`src/rtl/uart_block_rx_pkg.sv`:
```
// Shared definitions for the UART block receiver: FSM encoding, block size,
// baud constants and the bit-timing counter width helper.
package uart_block_rx_pkg;

   typedef enum logic [1:0] {
      ST_IDLE  = 2'd0,
      ST_START = 2'd1,
      ST_DATA  = 2'd2,
      ST_STOP  = 2'd3
   } rx_state_t;

   localparam int BLOCK_BYTES = 16;

   localparam int clock_speed = 100_000_000;
   localparam int baud_rate   = 9600;

   // Rounded to nearest: 100 MHz / 9600 baud -> 10417.
   localparam int DEFAULT_CLOCK_PER_BIT = (clock_speed + baud_rate / 2) / baud_rate;
   localparam int DEFAULT_TIMEOUT_BITS  = 32;

   // Wide enough to count a full idle timeout without overflow.
   function automatic int timer_width(input int clock_per_bit, input int timeout_bits);
      return $clog2(clock_per_bit * timeout_bits + 1);
   endfunction

endpackage

```
`src/rtl/uart_block_rx_byte.sv`:
```
// Single-byte 8N1 receiver: rx synchronizer, IDLE/START/DATA/STOP FSM and
// bit-centre sampling; emits the byte with one-cycle valid/err strobes.
module uart_rx_byte
   import uart_block_rx_pkg::*;
#(
   parameter int CLOCK_PER_BIT = DEFAULT_CLOCK_PER_BIT,
   parameter int CNT_W         = timer_width(DEFAULT_CLOCK_PER_BIT, DEFAULT_TIMEOUT_BITS)
) (
   input  logic       clk,
   input  logic       rst,
   input  logic       rx,
   output logic [7:0] rx_byte,
   output logic       byte_valid,
   output logic       byte_err,
   output logic       rx_idle
);

   localparam logic [CNT_W-1:0] HALF_LAST = CNT_W'(CLOCK_PER_BIT / 2 - 1);
   localparam logic [CNT_W-1:0] FULL_LAST = CNT_W'(CLOCK_PER_BIT - 1);

   logic             rx_meta;
   logic             rx_sync;
   rx_state_t        state;
   logic [CNT_W-1:0] tick;
   logic [2:0]       bit_idx;
   logic [7:0]       shift_reg;
   logic             stop_wait;

   // NOTE: synchronizer flops reset to the idle level so release never fakes a start bit.
   always_ff @(posedge clk or posedge rst) begin
      if (rst) begin
         rx_meta <= 1'b1;
         rx_sync <= 1'b1;
      end else begin
         rx_meta <= rx;
         rx_sync <= rx_meta;
      end
   end

   always_ff @(posedge clk or posedge rst) begin
      if (rst) begin
         state      <= ST_IDLE;
         tick       <= '0;
         bit_idx    <= '0;
         shift_reg  <= '0;
         stop_wait  <= 1'b0;
         byte_valid <= 1'b0;
         byte_err   <= 1'b0;
      end else begin
         // NOTE: strobes default low every cycle, so each assertion lasts exactly one clock.
         byte_valid <= 1'b0;
         byte_err   <= 1'b0;
         case (state)
            ST_IDLE: begin
               tick      <= '0;
               bit_idx   <= '0;
               stop_wait <= 1'b0;
               if (!rx_sync) state <= ST_START;
            end
            ST_START: begin
               if (tick == HALF_LAST) begin
                  tick  <= '0;
                  state <= rx_sync ? ST_IDLE : ST_DATA;
               end else begin
                  tick <= tick + 1'b1;
               end
            end
            ST_DATA: begin
               if (tick == FULL_LAST) begin
                  tick      <= '0;
                  shift_reg <= {rx_sync, shift_reg[7:1]};
                  if (bit_idx == 3'd7) state <= ST_STOP;
                  else                 bit_idx <= bit_idx + 3'd1;
               end else begin
                  tick <= tick + 1'b1;
               end
            end
            ST_STOP: begin
               if (stop_wait) begin
                  // Bad stop bit: hold off until the line is back to idle.
                  if (rx_sync) state <= ST_IDLE;
               end else if (tick == FULL_LAST) begin
                  tick <= '0;
                  if (rx_sync) begin
                     byte_valid <= 1'b1;
                     state      <= ST_IDLE;
                  end else begin
                     byte_err  <= 1'b1;
                     stop_wait <= 1'b1;
                  end
               end else begin
                  tick <= tick + 1'b1;
               end
            end
            default: state <= ST_IDLE;
         endcase
      end
   end

   assign rx_byte = shift_reg;
   assign rx_idle = (state == ST_IDLE);

endmodule

```
`src/rtl/uart_block_rx.sv`:
```
// UART block receiver: collects 16 bytes into a 128-bit block (first byte in
// the MSBs). Define UART_RX_TIMEOUT_EN to discard stale partial blocks.
module uart_block_rx
   import uart_block_rx_pkg::*;
#(
   parameter int CLOCK_PER_BIT = DEFAULT_CLOCK_PER_BIT,
   parameter int TIMEOUT_BITS  = DEFAULT_TIMEOUT_BITS
) (
   input  logic         clk,
   input  logic         rst,
   input  logic         rx,
   output logic [127:0] data,
   output logic         data_state,
   output logic [4:0]   byte_count,
   output logic         frame_err
);

   localparam int CNT_W  = timer_width(CLOCK_PER_BIT, TIMEOUT_BITS);
   localparam int SHR_W  = (BLOCK_BYTES - 1) * 8;

   logic [7:0]       rx_byte;
   logic             byte_valid;
   logic             rx_idle;
   logic [SHR_W-1:0] shift_reg;
   logic             timeout_hit;

   uart_rx_byte #(
      .CLOCK_PER_BIT(CLOCK_PER_BIT),
      .CNT_W        (CNT_W)
   ) u_rx_byte (
      .clk       (clk),
      .rst       (rst),
      .rx        (rx),
      .rx_byte   (rx_byte),
      .byte_valid(byte_valid),
      .byte_err  (frame_err),
      .rx_idle   (rx_idle)
   );

`ifdef UART_RX_TIMEOUT_EN
   localparam logic [CNT_W-1:0] TIMEOUT_LAST = CNT_W'(CLOCK_PER_BIT * TIMEOUT_BITS - 1);
   logic [CNT_W-1:0] idle_cnt;

   assign timeout_hit = rx_idle && (byte_count != 5'd0) && (idle_cnt == TIMEOUT_LAST);

   always_ff @(posedge clk or posedge rst) begin
      if (rst)                                              idle_cnt <= '0;
      else if (!rx_idle || byte_count == 5'd0 || timeout_hit) idle_cnt <= '0;
      else                                                  idle_cnt <= idle_cnt + 1'b1;
   end
`else
   logic unused_idle;
   assign unused_idle = rx_idle;
   assign timeout_hit = 1'b0;
`endif

   // NOTE: data is an output register, not storage, so it takes a reset value.
   always_ff @(posedge clk or posedge rst) begin
      if (rst) begin
         shift_reg  <= '0;
         data       <= '0;
         data_state <= 1'b0;
         byte_count <= 5'd0;
      end else begin
         data_state <= 1'b0;
         if (byte_valid) begin
            if (byte_count == 5'(BLOCK_BYTES - 1)) begin
               data       <= {shift_reg, rx_byte};
               data_state <= 1'b1;
               byte_count <= 5'd0;
            end else begin
               shift_reg  <= {shift_reg[SHR_W-9:0], rx_byte};
               byte_count <= byte_count + 5'd1;
            end
         end else if (timeout_hit) begin
            byte_count <= 5'd0;
         end
      end
   end

endmodule

```
`config.mk`:
```
export PLATFORM = sky130hd
export DESIGN_NAME = uart_block_rx
export DESIGN_NICKNAME = d
export VERILOG_FILES = /design/src/rtl/uart_block_rx_pkg.sv /design/src/rtl/uart_block_rx_byte.sv /design/src/rtl/uart_block_rx.sv
export SDC_FILE = /design/constraint.sdc
export NUM_CORES = 1
export LEC_CHECK = 0
export BUFFER_PORTS_ARGS = -buffer_cell sky130_fd_sc_hd__buf_2
export CELL_PAD_IN_SITES_DETAIL_PLACEMENT = 1
export CELL_PAD_IN_SITES_GLOBAL_PLACEMENT = 1
export CORE_MARGIN = 2
export CORE_UTILIZATION = 48
export CTS_CLUSTER_SIZE = 14
export DETAILED_ROUTE_END_ITERATION = 12
export PLACE_DENSITY = 0.82
export SETUP_SLACK_MARGIN = 0.5
export SKIP_LAST_GASP = 1
export SLEW_MARGIN = 20
export SYNTH_ARGS = -nofsm -noshare
export SYNTH_HDL_FRONTEND = slang
export SYNTH_SLANG_ARGS = --single-unit
```
`constraint.sdc`:
```
create_clock -name clk -period 13.1 [get_ports clk]
set_clock_uncertainty 0.15 [all_clocks]
set_input_delay 2.62 -clock clk [delete_from_list [all_inputs] [get_ports clk]]
set_output_delay 2.62 -clock clk [all_outputs]
set_load 0.01 [all_outputs]
```
==> results of run 1 <==
-- layout make-up --
cell class | count | area share
multi-input combinational | 391 | 0.2877
sequential | 291 | 0.5480
tap | 319 | 0.03002
clock inverter | 11 | 0.01026
clock buffer | 42 | 0.06598
timing repair buffer | 142 | 0.05468
inverter | 10 | 0.003388
-- critical path: stages --
cell,delay [ns]
buf_2,0.13
inv_8,0.58
buf_6,0.66
buf_4,0.79
-- metal layers --
layer	share of wire	GRT usage	vias up
met3	0.040	0.03111	30
met2	0.49	0.3069	122
met4	0.021	0.04286	0
met5	0	0	-
li1	-	-	2839
met1	0.45	0.2524	3261
-- report_power, final --
group | switching, mW | internal [mW] | total [mW]
Combinational | 0.0167 | 0.000893 | 0.0176
Sequential | 0.000342 | 0.900 | 0.900
Clock | 0.336 | 0.522 | 0.859
Total | 0.353 | 1.42 | 1.78
-- per-stage QoR --
stage	power (mW)	instances	hold WS [ns]	util
2_1_floorplan	0.9296	722	0.1952	-
3_3_place_gp	0.9352	1153	0.1966	0.5278
3_5_place_dp	0.9351	1153	0.2002	0.5278
4_1_cts	1.804	1206	0.2148	0.5713
5_1_grt	1.841	1206	0.2149	0.5715
6_report	1.776	1206	0.2129	0.5715
-- logic make-up (layout without fill, tap and decap cells) --
family	Yosys count	after routing	synth area share
buffers and inverters	40	205	0.01783
adder cells (fa/ha/maj)	9	9	0.009969
AND/OR/NAND/NOR	86	86	0.04276
XOR/XNOR	19	19	0.01473
flip-flops	291	291	0.6449
multiplexers	261	261	0.2599
AO/OA/AOI/OAI	16	16	0.009969
-- cell usage in the layout (no fill, tap or decap), types with 3 or more instances in the layout --
master,instances
dfrtp_1,289
mux2_2,258
buf_2,137
clkbuf_16,31
nor2_1,29
xnor2_1,14
nand2_1,12
inv_1,9
ha_1,9
nor3_1,7
nand3_1,6
clkinv_2,6
clkbuf_8,6
nand4_1,5
xor2_1,5
clkbuf_1,5
nor4_1,4
buf_4,4
mux2i_1,3
and4_1,3
o21ai_0,3
a21oi_1,3
bufinv_16,3
-- worst max path at each step --
stage               start        end  slack (ns)
finish                rst  data[102]        8.66
global route          rst   data[77]        8.19
CTS                   rst  data[102]        8.18
detailed placement    rst   data[94]        7.59
global placement      rst   data[94]        7.57
floorplan             rst  async pin        2.30
==> impl_metrics.tcl, run 1 <==
set metrics [dict create \
    syn2layout_area_growth_pct 17.69 \
    p_leak_nw 7.120 \
    grt_pass1_wl_mm 36.11 \
    grt_pass1_vias 6608 \
    fp.dieH_um 157.4 \
    reg2reg_from "byte_count[0]" \
    synth_edf_count 0 \
    holdCritStartpoint "u_rx_byte.rx_meta" \
    synth.most_common_cell "dfrtp_1" \
    rsz0062_at_grt "no" \
    drcViolationCount 0 \
    antenna_found_initial 0 \
    hold_viol_final 0 \
    n_antenna_cell 0 \
    vdd_drop_max_mv 0.09143 \
    drv_slew 0 \
    worstHoldPathType "flop to flop" \
    cp_max_fo 140 \
    die-area_mm2 0.02478 \
    period_needed_ns 4.443 \
    wl_per_cell_um 18.49 \
    cp.required_ns 13.51 \
    synthCells 722 \
    setup_violations 0 \
    yosys.area.top_type_share 0.6402 \
    clock-sinks 291 \
    cts_buffers 30 \
    final_net_count 878 \
    pin_count 138 \
    yosysTopAreaCell "dfrtp_1" \
    root_buffer "clkbuf_16" \
    stdcell_area_mm2 0.01329 \
    min_period_over_period 0.3392 \
    r2r_setup_slack_ns 10.12 \
    netlist_area_mm2 0.01130 \
    dpl-instance-area_mm2 0.01228 \
    worstPathArrival_ns 4.85 \
    cts_tree "done" \
    wl_mm 22.30 \
    fmax_mhz 225.1 \
    synth_common_cells "289 x dfrtp_1, 258 x mux2_2, 30 x nor2_1" \
    drive_above_1_share 0.5231 \
    place_congestion 0.7121 \
    worst_pin_slew_ns 1.070 \
    crit_type "input pin to async pin" \
    first_iter_violations 210 \
    syn_area_per_cell_um2 15.65 \
    start_util 0.4856 \
    largest_reg_flops 128 \
    status "completed" \
    ctsHoldBuffers 0 \
    worst_setup_path_start_kind "input pin" \
    r2r-end "shift_reg[94]" \
    drv_cap 0 \
    yosysSeqAreaShare 0.6449 \
    dpl.hpwl_mm 14.27 \
    fin_setup_tns_ns 0 \
    synthTopCellsByArea "dfrtp_1 64%, mux2_2 26%, xnor2_1 1.1%, ha_1 1.0%, nor2_1 1.0%" \
    portBuffers 137 \
    synth-main-ff-cell "dfrtp_1" \
    multi_input_area_mm2 0.003825 \
    rows 56 \
    seq_area_mm2 0.007284 \
    ys_async_sr_fraction 1.000 \
    clk_latency_ns 0.54 \
    relSlewSlack 0.2868 \
    htreeDepth 1 \
    cts_setup_buffers 0 \
    ys_ff_latch 291 \
    n_fill_cell 2267 \
    core_mm2 0.02326 \
    overflow 0 \
    holdPathStages 0 \
    ff2ff_path_depth 5 \
    end_kind "async pin" \
    die_w_um 157.4 \
    cts_resized 0 \
    grt.total_usage 0.1835 \
    grt_start_max_net_pins 141 \
    clkTransAtPathRegs_ns 0.06 \
    synth_warnings 0 \
    viasPerCell 5.184 \
    post_synth_num_cell_types 44 \
    powerDensity_mw_per_mm2 133.6 \
    synth_fp_nets 734 \
    antenna_left 0 \
    drt-pass1-iter-count 4 \
    clockBufferDepth 3 \
    vias 6252 \
    dpl_worst_slack_ns 7.588 \
    setup_ws_ns 8.657 \
    hold_end "u_rx_byte.rx_sync" \
]
Power figures use the tool's default switching activity.
==> inputs of run 2 (changes only) <==
clock period = 4.2 ns   (was 13.1 ns; I/O delays follow)
==> run 2 against run 1 <==
  * Core utilization up 0.73 points
  * Die area did not move
  * Register-to-register slack lost 8.5 ns
  * Worst setup slack worse by 7.0 ns
  * Largest cell class unchanged
  * Highest routed layer unchanged
==> impl_metrics.tcl, run 2 (synthesis results as in run 1) <==
set metrics [dict create \
    status "completed" \
    cpLargestDelayFamily "simple AND/OR/NAND/NOR gates" \
    dpl.hpwl_mm 15.18 \
    cts_resized 0 \
    vias 6342 \
    grt_pass1_wl_mm 38.72 \
    powerDensity_mw_per_mm2 423.9 \
    rsz0062_at_grt "no" \
    path_buf_inv 1 \
    viasPerCell 5.228 \
    r2r_setup_slack_ns 1.65 \
    dp.cells 1157 \
    fin_setup_tns_ns 0 \
    r2r-end "data[112]" \
    p_leak_nw 7.188 \
    cts_buffers 30 \
    die_w_um 157.4 \
    n_antenna_cell 0 \
    clkTransAtPathRegs_ns 0.06 \
    final_net_count 882 \
    cts_tree "done" \
    drv_slew 0 \
    ctsHoldBuffers 0 \
    worst_setup_path_start_kind "flop" \
    cts_setup_buffers 0 \
    root_buffer "clkbuf_16" \
    crit_type "flop to flop" \
    largest_reg_flops 128 \
    setup_violations 0 \
    cp.required_ns 4.46 \
    first_iter_violations 231 \
    holdCritStartpoint "u_rx_byte.rx_meta" \
    vdd_drop_max_mv 0.3075 \
    drv_cap 0 \
    syn2layout_area_growth_pct 19.18 \
    wl_mm 23.94 \
    end_kind "flop" \
    stdcell_area_mm2 0.01346 \
    overflow 0 \
    fp.dieH_um 157.4 \
    clk_latency_ns 0.55 \
    grt.total_usage 0.1980 \
    pin_count 138 \
    final_common_cell "dfrtp_1" \
    rows 56 \
    antenna_left 0 \
    drt-pass1-iter-count 6 \
    portBuffers 137 \
    worstSetupPathDepth 5 \
    reg2reg_from "byte_count[0]" \
    clockBufferDepth 3 \
    die-area_mm2 0.02478 \
    drcViolationCount 0 \
    cpMaxStageDelayCell "nor2_4" \
    fmax_mhz 392.5 \
    start_util 0.4856 \
    dpl-instance-area_mm2 0.01238 \
    hold_viol_final 0 \
    core_mm2 0.02326 \
    wl_per_cell_um 19.73 \
    clock-sinks 291 \
    worstPathArrival_ns 2.81 \
    htreeDepth 1 \
    antenna_found_initial 0 \
    final_cell_mix "289 x dfrtp_1, 258 x mux2_2, 137 x buf_2, 31 x clkbuf_16, 29 x nor2_1" \
    place_congestion 0.7740 \
    fin_cells 1213 \
    relSlewSlack 0.4384 \
    grt_start_max_net_pins 97 \
    worst_pin_slew_ns 0.8407 \
    period_needed_ns 2.548 \
    worstHoldPathType "flop to flop" \
    ff2ff_path_depth 5 \
    cp_max_fo 55 \
    grt_pass1_vias 6846 \
    hold_end "u_rx_byte.rx_sync" \
    holdPathStages 0 \
    worstPathCellList "ha_1 > nand4_1 > nor2_4 > buf_12 > mux2_2" \
    cpPeakStageDelay_ns 0.62 \
    min_period_over_period 0.6066 \
    drive_above_1_share 0.5257 \
]
## run 2: cell count changes in the layout (fill, tap and decap cells not counted), sizes merged
cell      delta
buf          +4
bufinv       +2
clkbuf       +1
clkinvlp     +1
inv          -1
## run 2: final cells by class
| class | instances | area (um^2) |
|---|---|---|
| Clock buffer | 43 | 880.8 |
| Clock inverter | 13 | 203.9 |
| Fill cell | 2225 | 9799 |
| Inverter | 10 | 41.29 |
| Multi-Input combinational cell | 391 | 3825 |
| Sequential cell | 291 | 7284 |
| Tap cell | 319 | 399.1 |
| Timing Repair Buffer | 146 | 828.3 |
## run 2: worst max path at each step
stage	slack, ns	from	end
after global routing	1.53	byte_count[0]	data[112]
after global placement	1.78	byte_count[0]	data[105]
after floorplan	-0.65	rst	async pin
final	1.65	byte_count[0]	data[112]
after detailed placement	1.71	byte_count[0]	data[112]
after CTS	1.68	byte_count[0]	data[112]
## run 2: per-stage QoR
stage / util / worst slack [ns] / power (mW) / hold WS (ns)
finish: 0.5787 / 1.652 / 5.707 / 0.2191
global route: 0.5787 / 1.528 / 5.894 / 0.2214
CTS: 0.5787 / 1.676 / 5.776 / 0.2213
detailed placement: 0.5321 / 1.708 / 2.924 / 0.1975
global placement: 0.5321 / 1.778 / 2.923 / 0.1991
floorplan: - / -0.6495 / 2.900 / 0.1952
## run 2: routing by layer
layer,up-vias,part of all wire,track usage
li1,2841,-,-
met1,3354,0.44,0.2679
met2,120,0.50,0.3383
met3,27,0.046,0.03552
met4,0,0.013,0.03853
met5,-,0,0
## run 2: power breakdown
| group | leakage, nW | switching (mW) | total (mW) | internal, mW |
|---|---|---|---|---|
| combinational | 2.61 | 0.0546 | 0.0621 | 0.00747 |
| sequential | 4.05 | 0.00137 | 2.81 | 2.81 |
| clock | 0.531 | 1.07 | 2.84 | 1.76 |
==> inputs of run 3 (changes only) <==
CORE_UTILIZATION = 44   (was 48)
PLACE_DENSITY = 0.79   (was 0.82)
clock period = 2.3 ns   (was 4.2 ns; I/O delays follow)
==> run 3 against run 2 <==
  * Cell count rose by 6.4%
  * Largest cell class unchanged
  * Flip-flop and latch count unchanged
  * Worst hold slack lost 0.012 ns
  * Count of clock-buffer cells in the layout down 5
  * Maximum frequency rose by 22%
  * Highest routed layer unchanged
  * Cell area grew 12%
  * Worst setup slack worse by 1.4 ns
==> impl_metrics.tcl, run 3 (synthesis results as in run 1) <==
set metrics [dict create \
    fmax_mhz 478.7 \
    final_common_cell "dfrtp_1" \
    p_leak_nw 7.809 \
    p_comb_frac 0.011 \
    period_needed_ns 2.089 \
    status "completed" \
    cp_max_fo 7 \
    wl_per_cell_um 24.61 \
    cts_buffers 30 \
    clock-sinks 291 \
    worst_pin_slew_ns 0.6217 \
    relSlewSlack 0.5855 \
    cpMaxStageDelayCell "dfrtp_2" \
    min_period_over_period 0.9082 \
    first_iter_violations 326 \
    p_sw_frac 0.2139 \
    antenna_found_initial 0 \
    pwr-share-clk 0.503 \
    cpLargestDelayFamily "simple AND/OR/NAND/NOR gates" \
    holdWs_ns 0.2074 \
    worstHoldPathType "flop to flop" \
    root_buffer "clkbuf_16" \
    fp.dieH_um 164.2 \
    path_common_cell "nor2_4" \
    worst_setup_path_start_kind "flop" \
    crit_type "flop to flop" \
    place_congestion 0.7662 \
    overflow 0 \
    core_mm2 0.02518 \
    vias 6969 \
    dpl-instance-area_mm2 0.01296 \
    pin_count 138 \
    htreeDepth 1 \
    die-area_mm2 0.02697 \
    wl_mm 31.78 \
    vdd_drop_max_mv 0.6264 \
    rows 58 \
    clkTransAtPathRegs_ns 0.07 \
    final_cell_mix "281 x dfrtp_1, 153 x mux2_2, 136 x buf_2, 105 x mux2_4, 35 x clkbuf_16" \
    drive_above_1_share 0.6035 \
    viasPerCell 5.398 \
    worstPathArrival_ns 2.38 \
    drv_slew 0 \
    clk_latency_ns 0.57 \
    seq_area_mm2 0.007295 \
    n_antenna_cell 0 \
    intPower_mw 8.288 \
    grt_pass1_vias 7679 \
    cpPeakStageDelay_ns 0.47 \
    portBuffers 137 \
    cp.required_ns 2.59 \
    reg2reg_from "u_rx_byte.tick[9]" \
    largest_reg_flops 128 \
    r2r_setup_slack_ns 0.21 \
    r2r-end "u_rx_byte.tick[9]" \
    grt_start_max_net_pins 117 \
    path_buf_inv 1 \
    setup_violations 0 \
    ff2ff_path_depth 6 \
    drv_cap 0 \
    clockBufferDepth 3 \
    startpoint "u_rx_byte.tick[9]" \
    seq_power_share 0.486 \
    cp-endpoint "u_rx_byte.tick[9]" \
    worstPathCellList "nor3b_2 > nand3_4 > nor2_4 > o221a_4 > buf_8 > nor2_4" \
    drcViolationCount 0 \
    rsz0062_at_grt "yes" \
    start_util 0.4486 \
    power_switching_mw 2.255 \
    n_fill_cell 2312 \
    grt.total_usage 0.2231 \
    grt_pass1_wl_mm 46.22 \
    die_w_um 164.2 \
    end_kind "flop" \
    worstSetupPathDepth 6 \
    antenna_left 0 \
    cts_tree "done" \
    drt-pass1-iter-count 4 \
    dpl.hpwl_mm 16.31 \
    final_net_count 950 \
    stdcell_area_mm2 0.01513 \
    syn2layout_area_growth_pct 33.98 \
    powerDensity_mw_per_mm2 696.6 \
    multi_input_area_mm2 0.004476 \
    holdPathStages 0 \
    hold_viol_final 0 \
]
## run 3: cell count changes in the layout (fill, tap and decap cells not counted), moves of 9 or more
cell    previous run  this run
buf_6              0        10
nor2_1            29        16
buf_16             0        10
nor2_2             1        10
mux2_4             0       105
buf_4              3        31
mux2_2           258       153
## run 3: worst reg2reg max path, stage by stage (launching register included)
cell     delay [ns]
dfrtp_2        0.47
nor3b_2        0.35
nand3_4        0.21
nor2_4         0.28
o221a_4        0.28
buf_8          0.17
nor2_4         0.06
## run 3: repair_timing
action,in CTS,in global routing
hold buffers,2,0
setup buffers,23,16
setup endpoints to repair,269,284
pin swaps,21,9
resized for setup,81,21
cloned,9,5
hold endpoints to repair,35,0
## run 3: routing by layer
layer	track usage	part of all wire	vias to the layer above
li1	-	-	2991
met1	0.2825	0.41	3736
met5	0	0	-
met2	0.4002	0.54	185
met3	0.03131	0.037	57
met4	0.06061	0.022	0
## run 3: cell type report
class,instances,share of cell area
sequential,291,0.4820
multi-input combinational,391,0.2957
timing repair buffer,214,0.1224
clock buffer,38,0.05291
tap,330,0.02728
clock inverter,17,0.01703
inverter,10,0.002728
## run 3: worst min-delay path by stage
stage / to / start / slack (ns)
global placement: u_rx_byte.rx_sync / u_rx_byte.rx_meta / 0.20
finish: u_rx_byte.rx_sync / u_rx_byte.rx_meta / 0.21
CTS: data[125] / rst / 0.21
detailed placement: u_rx_byte.rx_sync / u_rx_byte.rx_meta / 0.20
floorplan: u_rx_byte.rx_sync / u_rx_byte.rx_meta / 0.20
global route: u_rx_byte.rx_sync / u_rx_byte.rx_meta / 0.21
## run 3: power by group through the flow
stage | sequential [mW] | combinational, mW | clock (mW)
after floorplan | 5.22 | 0.0753 | 0
after global placement | 5.22 | 0.125 | 0
after detailed placement | 5.22 | 0.126 | 0
after CTS | 5.12 | 0.128 | 5.30
after global routing | 5.12 | 0.142 | 5.60
final | 5.12 | 0.121 | 5.30
## run 3: per-stage QoR
step	setup WS [ns]	TNS, ns	cells	power, mW	util
finish	0.2111	0	1291	10.54	0.6010
global route	0.1993	0	1291	10.86	0.6010
CTS	0.3482	0	1270	10.56	0.5884
detailed placement	0.2075	0	1181	5.344	0.5146
global placement	0.2956	0	1181	5.344	0.5146
floorplan	-2.170	-629.27	722	5.296	-
